**config.mk**
```make
export PLATFORM = sky130hd
export DESIGN_NAME = frac_div_seq
export DESIGN_NICKNAME = d
export VERILOG_FILES = /design/src/rtl/frac_div_pkg.sv /design/src/rtl/frac_div_seq_div_bit_step.sv /design/src/rtl/frac_div_seq.sv
export SDC_FILE = /design/constraint.sdc
export NUM_CORES = 1
export LEC_CHECK = 0
export ABC_AREA = 1
export CAP_MARGIN = 20
export CORE_ASPECT_RATIO = 0.5
export CORE_UTILIZATION = 62
export CTS_BUF_LIST = sky130_fd_sc_hd__clkbuf_16
export DETAILED_ROUTE_END_ITERATION = 10
export GPL_ROUTABILITY_DRIVEN = 0
export GPL_TIMING_DRIVEN = 0
export PLACE_DENSITY = 0.82
export SLEW_MARGIN = 0
export SYNTH_ARGS = -nofsm -noshare
export SYNTH_HDL_FRONTEND = slang
export SYNTH_HIERARCHICAL = 1
export SYNTH_SLANG_ARGS = --single-unit
```
**constraint.sdc**
```tcl
create_clock -name clk -period 4.4 [get_ports clk]
set_clock_uncertainty 0.05 [all_clocks]
set_input_delay 0.66 -clock clk [delete_from_list [all_inputs] [get_ports clk]]
set_output_delay 0.66 -clock clk [all_outputs]
set_load 0.005 [all_outputs]
```
**src/rtl/frac_div_pkg.sv**
```systemverilog
// frac_div_pkg: shared FSM state, decimal scale and widths for the fraction divider
package frac_div_pkg;
  typedef enum logic [1:0] {IDLE, DIV, OUT} state_e;
  localparam int DEC_SCALE = 1000;
  localparam int NUM_W = 20;
  localparam int W_DEF = 10;
endpackage

```
**src/rtl/frac_div_seq_div_bit_step.sv**
```systemverilog
// div_bit_step: one restoring-division step
// Ports: num (partial remainder), dsh (divisor shifted to the current bit),
// qbit (quotient bit), num_nxt (remainder after the step).
module div_bit_step
  import frac_div_pkg::*;
(
  input  logic [NUM_W-1:0] num,
  input  logic [NUM_W-1:0] dsh,
  output logic             qbit,
  output logic [NUM_W-1:0] num_nxt
);
  assign qbit = num >= dsh;
  assign num_nxt = qbit ? num - dsh : num;
endmodule

```
**src/rtl/frac_div_seq.sv**
```systemverilog
// frac_div_seq: sequential n/d divider streaming an integer group then base-1000 fractional groups
// Ports: clk, rst (async high); start/n/d request; busy; grp/grp_valid/grp_ready/grp_last
// group stream; done and div_by_zero one-cycle completion pulses.
module frac_div_seq
  import frac_div_pkg::*;
#(
  parameter int FRAC_GROUPS = 2,
  parameter int W = W_DEF
) (
  input  logic         clk,
  input  logic         rst,
  input  logic         start,
  input  logic [W-1:0] n,
  input  logic [W-1:0] d,
  output logic         busy,
  output logic         grp_valid,
  input  logic         grp_ready,
  output logic [W-1:0] grp,
  output logic         grp_last,
  output logic         done,
  output logic         div_by_zero
);
  localparam int BW = $clog2(W);
  localparam int GW = FRAC_GROUPS > 0 ? $clog2(FRAC_GROUPS + 1) : 1;
  localparam logic [GW-1:0] GLAST = GW'(FRAC_GROUPS);
  localparam logic [BW-1:0] BTOP = BW'(W - 1);
  state_e state_q, state_d;
  logic [NUM_W-1:0] num_q, num_d, num_step, dsh;
  logic [W-1:0] dv_q, dv_d, q_q, q_d, grp_q, grp_d;
  logic [BW-1:0] bitcnt_q, bitcnt_d;
  logic [GW-1:0] gidx_q, gidx_d;
  logic valid_q, valid_d, last_q, last_d, done_q, done_d, dz_q, dz_d, qbit;
  assign dsh = NUM_W'(dv_q) << bitcnt_q;
  div_bit_step u_step (.num(num_q), .dsh(dsh), .qbit(qbit), .num_nxt(num_step));
  always_comb begin
    state_d = state_q;
    num_d = num_q;
    dv_d = dv_q;
    q_d = q_q;
    bitcnt_d = bitcnt_q;
    gidx_d = gidx_q;
    grp_d = grp_q;
    valid_d = valid_q;
    last_d = last_q;
    done_d = 1'b0;
    dz_d = 1'b0;
    case (state_q)
      IDLE: if (start) begin
        if (d == '0) begin
          done_d = 1'b1;
          dz_d = 1'b1;
        end else begin
          state_d = DIV;
          num_d = NUM_W'(n);
          dv_d = d;
          q_d = '0;
          bitcnt_d = BTOP;
          gidx_d = '0;
        end
      end
      DIV: begin
        num_d = num_step;
        q_d = q_q | (W'(qbit) << bitcnt_q);
        bitcnt_d = bitcnt_q - BW'(1);
        if (bitcnt_q == '0) begin
          state_d = OUT;
          bitcnt_d = '0;
          grp_d = q_d;
          valid_d = 1'b1;
          last_d = gidx_q == GLAST;
        end
      end
      OUT: if (grp_ready) begin
        valid_d = 1'b0;
        last_d = 1'b0;
        if (last_q) begin
          state_d = IDLE;
          done_d = 1'b1;
        end else begin
          state_d = DIV;
          // remainder < dv <= 1023, so the scaled value fits in NUM_W bits
          num_d = NUM_W'(num_q[W-1:0]) * NUM_W'(DEC_SCALE);
          q_d = '0;
          bitcnt_d = BTOP;
          gidx_d = gidx_q + GW'(1);
        end
      end
      default: state_d = IDLE;
    endcase
  end
  always_ff @(posedge clk or posedge rst) begin
    if (rst) begin
      state_q <= IDLE;
      num_q <= '0;
      dv_q <= '0;
      q_q <= '0;
      bitcnt_q <= '0;
      gidx_q <= '0;
      grp_q <= '0;
      valid_q <= 1'b0;
      last_q <= 1'b0;
      done_q <= 1'b0;
      dz_q <= 1'b0;
    end else begin
      state_q <= state_d;
      num_q <= num_d;
      dv_q <= dv_d;
      q_q <= q_d;
      bitcnt_q <= bitcnt_d;
      gidx_q <= gidx_d;
      grp_q <= grp_d;
      valid_q <= valid_d;
      last_q <= last_d;
      done_q <= done_d;
      dz_q <= dz_d;
    end
  end
  assign busy = state_q != IDLE;
  assign grp_valid = valid_q;
  assign grp = grp_q;
  assign grp_last = last_q;
  assign done = done_q;
  assign div_by_zero = dz_q;
endmodule
```
==> results.md, run 1 <==
- Core box area: 0.0110 sq mm
- Worst skew pair latency: 0.34 ns
- WS Path Type: flop to flop
- GR Overflow Total: 0
- Final Hold Viols: 0
- Ys async rst share: 100%
- Worst EP arrival: 4.30 ns
- Detailed Route Iter0 Violations: 635
- Share of layout cells above drive strength 1: 8.27%
- Final WS setup: 0.280 ns
- Cell variety after synth: 47
- Die ar.: 0.0118 sq mm
- Crit Path Max Fanout: 7
- Synth Flop Type: dfrtp_1
- Status: finished, final reports clean
- CTS Root Cell: clkbuf_16
- Post-Synthesis Cells: 1067
- Fin crit period: 4.12 ns
- Residual DRC: 0
- I/O pin count: 39
- Syn Std Cell Area: 0.00706 sq mm
- Vias in the first global route: 6686
- Hold crit path type: flop to flop
- Std-Cell Rows: 27
- Setup_tns: 0 ns
- Sequential cell area fraction in the yosys report: 22.0%
- Period utilization: 93.6%
- Synth Area per Inst: 6.62 sq um
- First-pass GRT wire length: 31.1 mm
- Most common cell in the netlist: nand2_1
- Drt first pass iters: 5
- Synth top area share: 22.0%
- Final setup fails: 0
- Fmax: 243 MHz
- ANT nets after route: 0
- Die X: 153 um
- Initial Util: 63.9%
- Drt total wl: 18.2 mm
- Die Ht: 77.5 um
- CTS max path bufs: 2
- Storage element area: 0.00156 sq mm
- Pins Over Slew Limit: 0
- Via count: 6926
- Largest stage delay on the critical path: 0.65 ns
- Vias/cell: 5.46
- Max Cap Viol: 0
- CTS tree: yes
- Commonest cells post-synth: nand2_1 (364), inv_1 (175), nor2_1 (74)
- Area contributors post-synth: dfrtp_1 (22%), nand2_1 (19%), ha_1 (12%), inv_1 (9.3%), fa_1 (8.5%)
- CP startpoint kind: flop
- Net count, final: 1241
- Initial antenna violation count: 0
- Required time of the critical path: 4.58 ns
- Max H-tree Level: 3
- CP max-delay cell: fa_1
- Most used cell, CP: nand2_1
- Antenna cells: 0
- Cts bufs inserted: 9
- Synthesized flop and latch total: 62
- RSZ-0062 raised after global routing: false
- DP Worst Slack: 0.176 ns
- Critical-path cell list: fa_1 > xor2_1 > ha_1 > inv_1 > fa_1 > fa_1 > inv_1 > ha_1 > nand2_1 > nand2_1 > nor2_1 > inv_1 > or2_2 > nand3_1 > nand2_1 > nand2_1 > nand2_1
- EDFF count, synth: 0
- Yosys warning total: 6
- Actual slew at the worst max-slew pin: 0.619 ns
- Buf/Inv on CP: 3
- CP top delay family: adder cells
- Syn Nets: 1189
- GR Util All Layers: 33.1%
- CP Capture Type: flop
- Synth area leader: dfrtp_1
- Clock Sinks: 62
- Synthesis-to-layout area growth: 13.1%
- Clock transition at the registers of the reported paths: 0.07 ns
- Filler Cell Count: 934
- DR WL/cell: 14.3 um
- Buffers on Ports: 38
- Max transition margin: 58.7%
- Largest net degree at the start of global routing: 37
- HPWL after DPL: 14.7 mm
- Area of the multi-input gates: 0.00463 sq mm
==> routing by layer <==
layer	wire length (um)	GRT usage, %	vias up
met5	0	0	-
met4	313	8.69	0
met2	8100	55.4	275
met1	8370	44.8	3177
met3	1410	5.31	41
li1	-	-	3433
==> flip-flops by register name, summed over array words and instances (netlist names), 2 cells and up <==
name,count
gidx_q,2
dv_q,10
bitcnt_q,4
grp,10
state_q,2
q_q,10
num_q,20
==> path summary, 6_finish.rpt <==
path                       startpoint        end  slack (ns)  depth (start not counted)
max                          num_q[0]  num_q[10]        0.28                         17
min                            grp[8]     grp[8]        0.43                          2
max reg2reg                  num_q[0]  num_q[10]        0.28                         17
min reg2reg                    grp[8]     grp[8]        0.43                          2
max in group asynchronous         rst    dv_q[6]        3.02                          3
min in group asynchronous         rst  gidx_q[1]        0.67                          2
==> worst reg2reg max path, cell delays in order, from the launching register on <==
cell	delay (ns)
dfrtp_1	0.50
fa_1	0.65
xor2_1	0.16
ha_1	0.25
inv_1	0.08
fa_1	0.45
fa_1	0.52
inv_1	0.05
ha_1	0.35
nand2_1	0.10
nand2_1	0.06
nor2_1	0.18
inv_1	0.09
or2_2	0.28
nand3_1	0.07
nand2_1	0.06
nand2_1	0.06
nand2_1	0.04
==> stage by stage <==
step | utilization (%) | hold WS [ns] | std cells | cell area, sq um
after CTS | 72.0 | 0.435 | 1267 | 7960
after detailed placement | 69.2 | 0.413 | 1251 | 7640
after floorplan | - | 0.399 | 1067 | 7060
final | 72.3 | 0.430 | 1269 | 7980
after global routing | 72.3 | 0.455 | 1269 | 7980
after global placement | 69.0 | 0.415 | 1250 | 7620
==> final cells by class <==
class	instances	area share, %
Multi-Input combinational cell	792	58.0
Tap cell	145	2.27
Timing Repair Buffer	41	5.20
Buffer	27	2.12
Clock inverter	7	1.11
Clock buffer	9	2.82
Sequential cell	62	19.5
Inverter	186	8.89
==> logic make-up after synthesis <==
family | Yosys count | synth area share (%)
AO/OA/AOI/OAI | 129 | 10.4
XOR/XNOR | 15 | 1.86
adder cells (fa/ha/maj) | 98 | 20.6
buffers and inverters | 213 | 12.4
flip-flops | 62 | 22.0
multiplexers | 2 | 0.284
AND/OR/NAND/NOR | 548 | 32.6
==> layout by cell type, fill, tap and decap left out, types with 8 or more instances in the layout <==
cell and instances:
nor2_1 74, fa_1 30, inv_2 12, nor3_1 11
clkdlybuf4s50_1 38, ha_1 68, clkbuf_1 8, nand2_1 364
nand3_1 55, a21oi_1 26, dfrtp_1 56, o21ai_0 46
inv_1 171, buf_2 11, o21ai_1 24, nand2_2 15
clkbuf_16 9, xor2_1 8
==> repair_timing <==
action,4_1_cts,5_1_grt
hold buffers,0,0
setup endpoints to repair,0,5
resized for setup,0,9
setup buffers,0,2
Power of run 1 is left out: the tool's default activity adds up to more than one toggle a clock period on the data nets, which glitch-free logic cannot reach.
==> run 2: changes to the inputs <==
--- a/config.mk
+++ b/config.mk
@@ -9,12 +9,10 @@
 export CAP_MARGIN = 20
 export CORE_ASPECT_RATIO = 0.5
 export CORE_UTILIZATION = 62
-export CTS_BUF_LIST = sky130_fd_sc_hd__clkbuf_16
 export DETAILED_ROUTE_END_ITERATION = 10
 export GPL_ROUTABILITY_DRIVEN = 0
 export GPL_TIMING_DRIVEN = 0
 export PLACE_DENSITY = 0.82
-export SLEW_MARGIN = 0
 export SYNTH_ARGS = -nofsm -noshare
 export SYNTH_HDL_FRONTEND = slang
 export SYNTH_HIERARCHICAL = 1
==> constraint.sdc (replaced) <==
create_clock -name clk -period 4.6 [get_ports clk]
set_clock_uncertainty 0.05 [all_clocks]
set_input_delay 0.69 -clock clk [delete_from_list [all_inputs] [get_ports clk]]
set_output_delay 0.69 -clock clk [all_outputs]
set_load 0.005 [all_outputs]
==> run 2 against run 1 <==
Worst hold slack got worse by 0.0025 ns. Die area unchanged. First-iteration DRC count rose by 12%. Global-route usage increased by 0.063 points. Wire length rose by 0.34%. Register-to-register slack improved by 0.07 ns. Core utilization is 0.057 points lower. Critical path depth up 1. Flip-flop and latch count unchanged. Count of clock-buffer cells in the layout increased by 2. Largest cell class unchanged. Highest routed layer unchanged.
==> results.md, run 2 (synthesis gave the netlist of run 1 again) <==
- CP startpoint kind: flop
- Buffers on Ports: 38
- Status: finished, final reports clean
- R2R setup slack: 0.35 ns
- Clock transition at the registers of the reported paths: 0.06 ns
- Most frequent cells in the layout: nand2_1 (364), inv_1 (174), nor2_1 (74)
- Top reg by flops: num_q
- Share of layout cells above drive strength 1: 7.49%
- ANT nets after route: 0
- Core box area: 0.0110 sq mm
- Die Ht: 77.5 um
- WHS Path Cells: 2
- Post-CTS Setup Bufs: 0
- Synthesis-to-layout area growth: 13.0%
- Drt first pass iters: 6
- CP Capture Type: flop
- Reg2reg start: num_q[2]
- Worst skew pair latency: 0.34 ns
- RSZ-0062 raised after global routing: false
- Via count: 6910
- GR Util All Layers: 33.1%
- Cts bufs inserted: 9
- Pins Over Slew Limit: 0
- Crit Path Max Fanout: 7
- CTS max path bufs: 2
- Detailed Route Iter0 Violations: 712
- Hold crit path type: flop to flop
- Final Hold Viols: 0
- HP Start: grp[4]
- Vias/cell: 5.45
- Setup_tns: 0 ns
- Max Cap Viol: 0
- Post-CTS Hold Buffers: 0
- Initial Util: 63.9%
- DR WL/cell: 14.4 um
- Initial antenna violation count: 0
- HPWL after DPL: 14.7 mm
- Required time of the critical path: 4.78 ns
- Worst hold endpoint: grp[4]
- R2r endpoint: num_q[19]
- Residual DRC: 0
- Max reg flops: 20
- CTS tree: yes
- Max H-tree Level: 3
- Fmax: 235 MHz
- GR Overflow Total: 0
- Drt total wl: 18.2 mm
- Worst EP arrival: 4.43 ns
- CTS Root Cell: clkbuf_16
- Actual slew at the worst max-slew pin: 0.619 ns
- Largest net degree at the start of global routing: 37
- Clock Sinks: 62
- Final setup fails: 0
- Die X: 153 um
- Vias in the first global route: 6689
- Antenna cells: 0
- Depth of the most critical reg-to-reg path: 18
- Leading cell type in the layout, fill and taps excluded: nand2_1
- Die ar.: 0.0118 sq mm
- Fin crit period: 4.25 ns
- PostCTS Resize Cnt: 0
- Max transition margin: 58.7%
- First-pass GRT wire length: 31.1 mm
- WS Path Type: flop to flop
- Net count, final: 1239
- Period utilization: 92.5%
- I/O pin count: 39
- Std-Cell Rows: 27
==> run 2: per-layer routing <==
layer  up-vias  global-route usage (%)  routed length, um
met2       259                    55.7               8210
met3        36                    5.20               1280
met4         0                    8.59                312
met1      3190                    44.9               8440
li1       3425                       -                  -
met5         -                       0                  0
==> run 2: cell type report <==
class / instances / area [sq um]
multi-input combinational: 792 / 4630
inverter: 186 / 706
buffer: 27 / 169
clock inverter: 5 / 81.3
fill: 938 / 3070
sequential: 62 / 1550
clock buffer: 11 / 253
tap: 145 / 181
timing repair buffer: 39 / 400
==> run 2: worst max-delay path by stage <==
stage	startpoint	endpoint	depth (start not counted)
2_1_floorplan	num_q[0]	num_q[10]	17
3_3_place_gp	num_q[2]	num_q[19]	18
3_5_place_dp	num_q[2]	num_q[19]	18
4_1_cts	num_q[2]	num_q[19]	18
5_1_grt	num_q[3]	num_q[19]	17
6_report	num_q[2]	num_q[19]	18
==> run 2: worst max-delay path, cell delays in order (launching register included) <==
cell and delay (ns):
dfrtp_1 0.56, inv_1 0.18, fa_1 0.56, fa_1 0.44, fa_1 0.51, fa_1 0.53
inv_1 0.05, ha_1 0.36, nand2_1 0.10, inv_1 0.07, nand3_1 0.07, nand2_1 0.15
nand2_1 0.10, nand2_1 0.07, nand2_1 0.05, nand3_1 0.10, nand2_1 0.07, nand2_1 0.08
nand2_1 0.06
==> run 2: per-stage QoR <==
stage | utilization, % | std cells | setup slack, ns | hold WS (ns) | instance area, sq um
CTS | 72.2 | 1267 | 0.373 | 0.435 | 7980
global route | 72.2 | 1267 | 0.0605 | 0.455 | 7980
floorplan | - | 1067 | 0.833 | 0.399 | 7060
detailed placement | 69.2 | 1251 | 0.376 | 0.413 | 7640
global placement | 69.0 | 1250 | 0.439 | 0.415 | 7620
finish | 72.2 | 1267 | 0.347 | 0.428 | 7980
Power of run 2 is left out for the same reason.
==> run 3: changes to the inputs <==
--- a/config.mk
+++ b/config.mk
@@ -13,6 +13,7 @@
 export GPL_ROUTABILITY_DRIVEN = 0
 export GPL_TIMING_DRIVEN = 0
 export PLACE_DENSITY = 0.82
+export RECOVER_POWER = 100
 export SYNTH_ARGS = -nofsm -noshare
 export SYNTH_HDL_FRONTEND = slang
 export SYNTH_HIERARCHICAL = 1
==> run 3 against run 2 <==
The flow now finishes with violations (capacitance limit, slew limit). Wire length rose by 0.66%. Global-route usage did not move. Critical path depth did not move. Cell count did not move. Critical path type unchanged. Highest routed layer unchanged.
==> results.md, run 3 (synthesis gave the netlist of run 1 again) <==
- Share of layout cells above drive strength 1: 6.51%
- Via count: 6916
- RSZ-0062 raised after global routing: false
- Most frequent cells in the layout: nand2_1 (366), inv_1 (177), nor2_1 (74)
- Buffers on Ports: 38
- Largest net degree at the start of global routing: 37
- Leading cell type in the layout, fill and taps excluded: nand2_1
- Drt total wl: 18.4 mm
- Hold crit path type: flop to flop
- Final setup fails: 0
- Max transition margin: -31.1%
- Fin crit period: 4.25 ns
- Core box area: 0.0110 sq mm
- I/O pin count: 39
- Clock transition at the registers of the reported paths: 0.06 ns
- Max Cap Viol: 1
- DR WL/cell: 14.5 um
- Worst EP arrival: 4.43 ns
- Die Ht: 77.5 um
- Failing checks: capacitance limit, slew limit
- Required time of the critical path: 4.78 ns
- R2R setup slack: 0.35 ns
- Initial antenna violation count: 0
- WS Path Type: flop to flop
- Filler Cell Count: 950
- Std-Cell Rows: 27
- CP startpoint kind: flop
- Residual DRC: 0
- Max reg flops: 20
- Vias in the first global route: 6689
- CTS tree: yes
- Clock Sinks: 62
- Initial Util: 63.9%
- Die X: 153 um
- HPWL after DPL: 14.7 mm
- CTS max path bufs: 2
- PostCTS Resize Cnt: 0
- First-pass GRT wire length: 31.1 mm
- Status: complete, but fails checks
- Cts bufs inserted: 9
- CTS Root Cell: clkbuf_16
- CP Capture Type: flop
- ANT nets after route: 0
- Setup_tns: 0 ns
- Pins Over Slew Limit: 37
- Worst skew pair latency: 0.34 ns
- Antenna cells: 0
- Crit Path Max Fanout: 7
- Drt first pass iters: 6
- Max H-tree Level: 3
- GR Util All Layers: 33.1%
- Die ar.: 0.0118 sq mm
- Actual slew at the worst max-slew pin: 1.97 ns
- Post-CTS Hold Buffers: 0
- Vias/cell: 5.46
- Detailed Route Iter0 Violations: 703
- Fmax: 235 MHz
- Net count, final: 1239
- Top reg by flops: num_q
- Post-CTS Setup Bufs: 0
- Period utilization: 92.4%
- GR Overflow Total: 0
- Final Hold Viols: 0
- Synthesis-to-layout area growth: 12.0%
[run 3: path summary, 6_finish.rpt]
path | startpoint | endpoint | depth (start not counted)
worst max-delay path | num_q[2] | num_q[19] | 18
worst min-delay path | grp[8] | grp[8] | 2
worst max register to register | num_q[2] | num_q[19] | 18
worst min register to register | grp[8] | grp[8] | 2
max in group asynchronous | rst | dv_q[6] | 3
min in group asynchronous | rst | gidx_q[1] | 2
[run 3: layout make-up]
cell class | count | area, sq um | share of cell area, %
multi-input combinational | 792 | 4610 | 58.3
sequential | 62 | 1550 | 19.6
inverter | 186 | 706 | 8.92
timing repair buffer | 39 | 384 | 4.86
clock buffer | 11 | 253 | 3.20
tap | 145 | 181 | 2.29
buffer | 27 | 143 | 1.80
clock inverter | 5 | 81.3 | 1.03
[run 3: metrics by stage]
step                      area, sq um  utilization [%]  setup WS [ns]  hold WS (ns)  cells
final                            7910             71.6          0.351         0.422   1267
after global routing             7910             71.6         0.0620         0.450   1267
after CTS                        7980             72.2          0.373         0.435   1267
after detailed placement         7640             69.2          0.376         0.413   1251
after global placement           7620             69.0          0.439         0.415   1250
after floorplan                  7060                -          0.833         0.399   1067
[run 3: worst max-delay path, stage by stage (launching register included)]
cell	delay, ns
dfrtp_1	0.56
inv_1	0.18
fa_1	0.56
fa_1	0.44
fa_1	0.51
fa_1	0.52
inv_1	0.04
ha_1	0.36
nand2_1	0.10
inv_1	0.07
nand3_1	0.07
nand2_1	0.15
nand2_1	0.10
nand2_1	0.07
nand2_1	0.05
nand3_1	0.10
nand2_1	0.07
nand2_1	0.08
nand2_1	0.06
[run 3: routing by layer]
layer / up-vias / global-route usage (%) / share of wire, % / wire length, um
met1: 3190 / 44.9 / 46 / 8450
met5: - / 0 / 0 / 0
met4: 0 / 8.59 / 1.8 / 329
li1: 3423 / - / - / -
met2: 267 / 55.7 / 45 / 8200
met3: 36 / 5.20 / 7.5 / 1380
Power of run 3 is left out for the same reason.
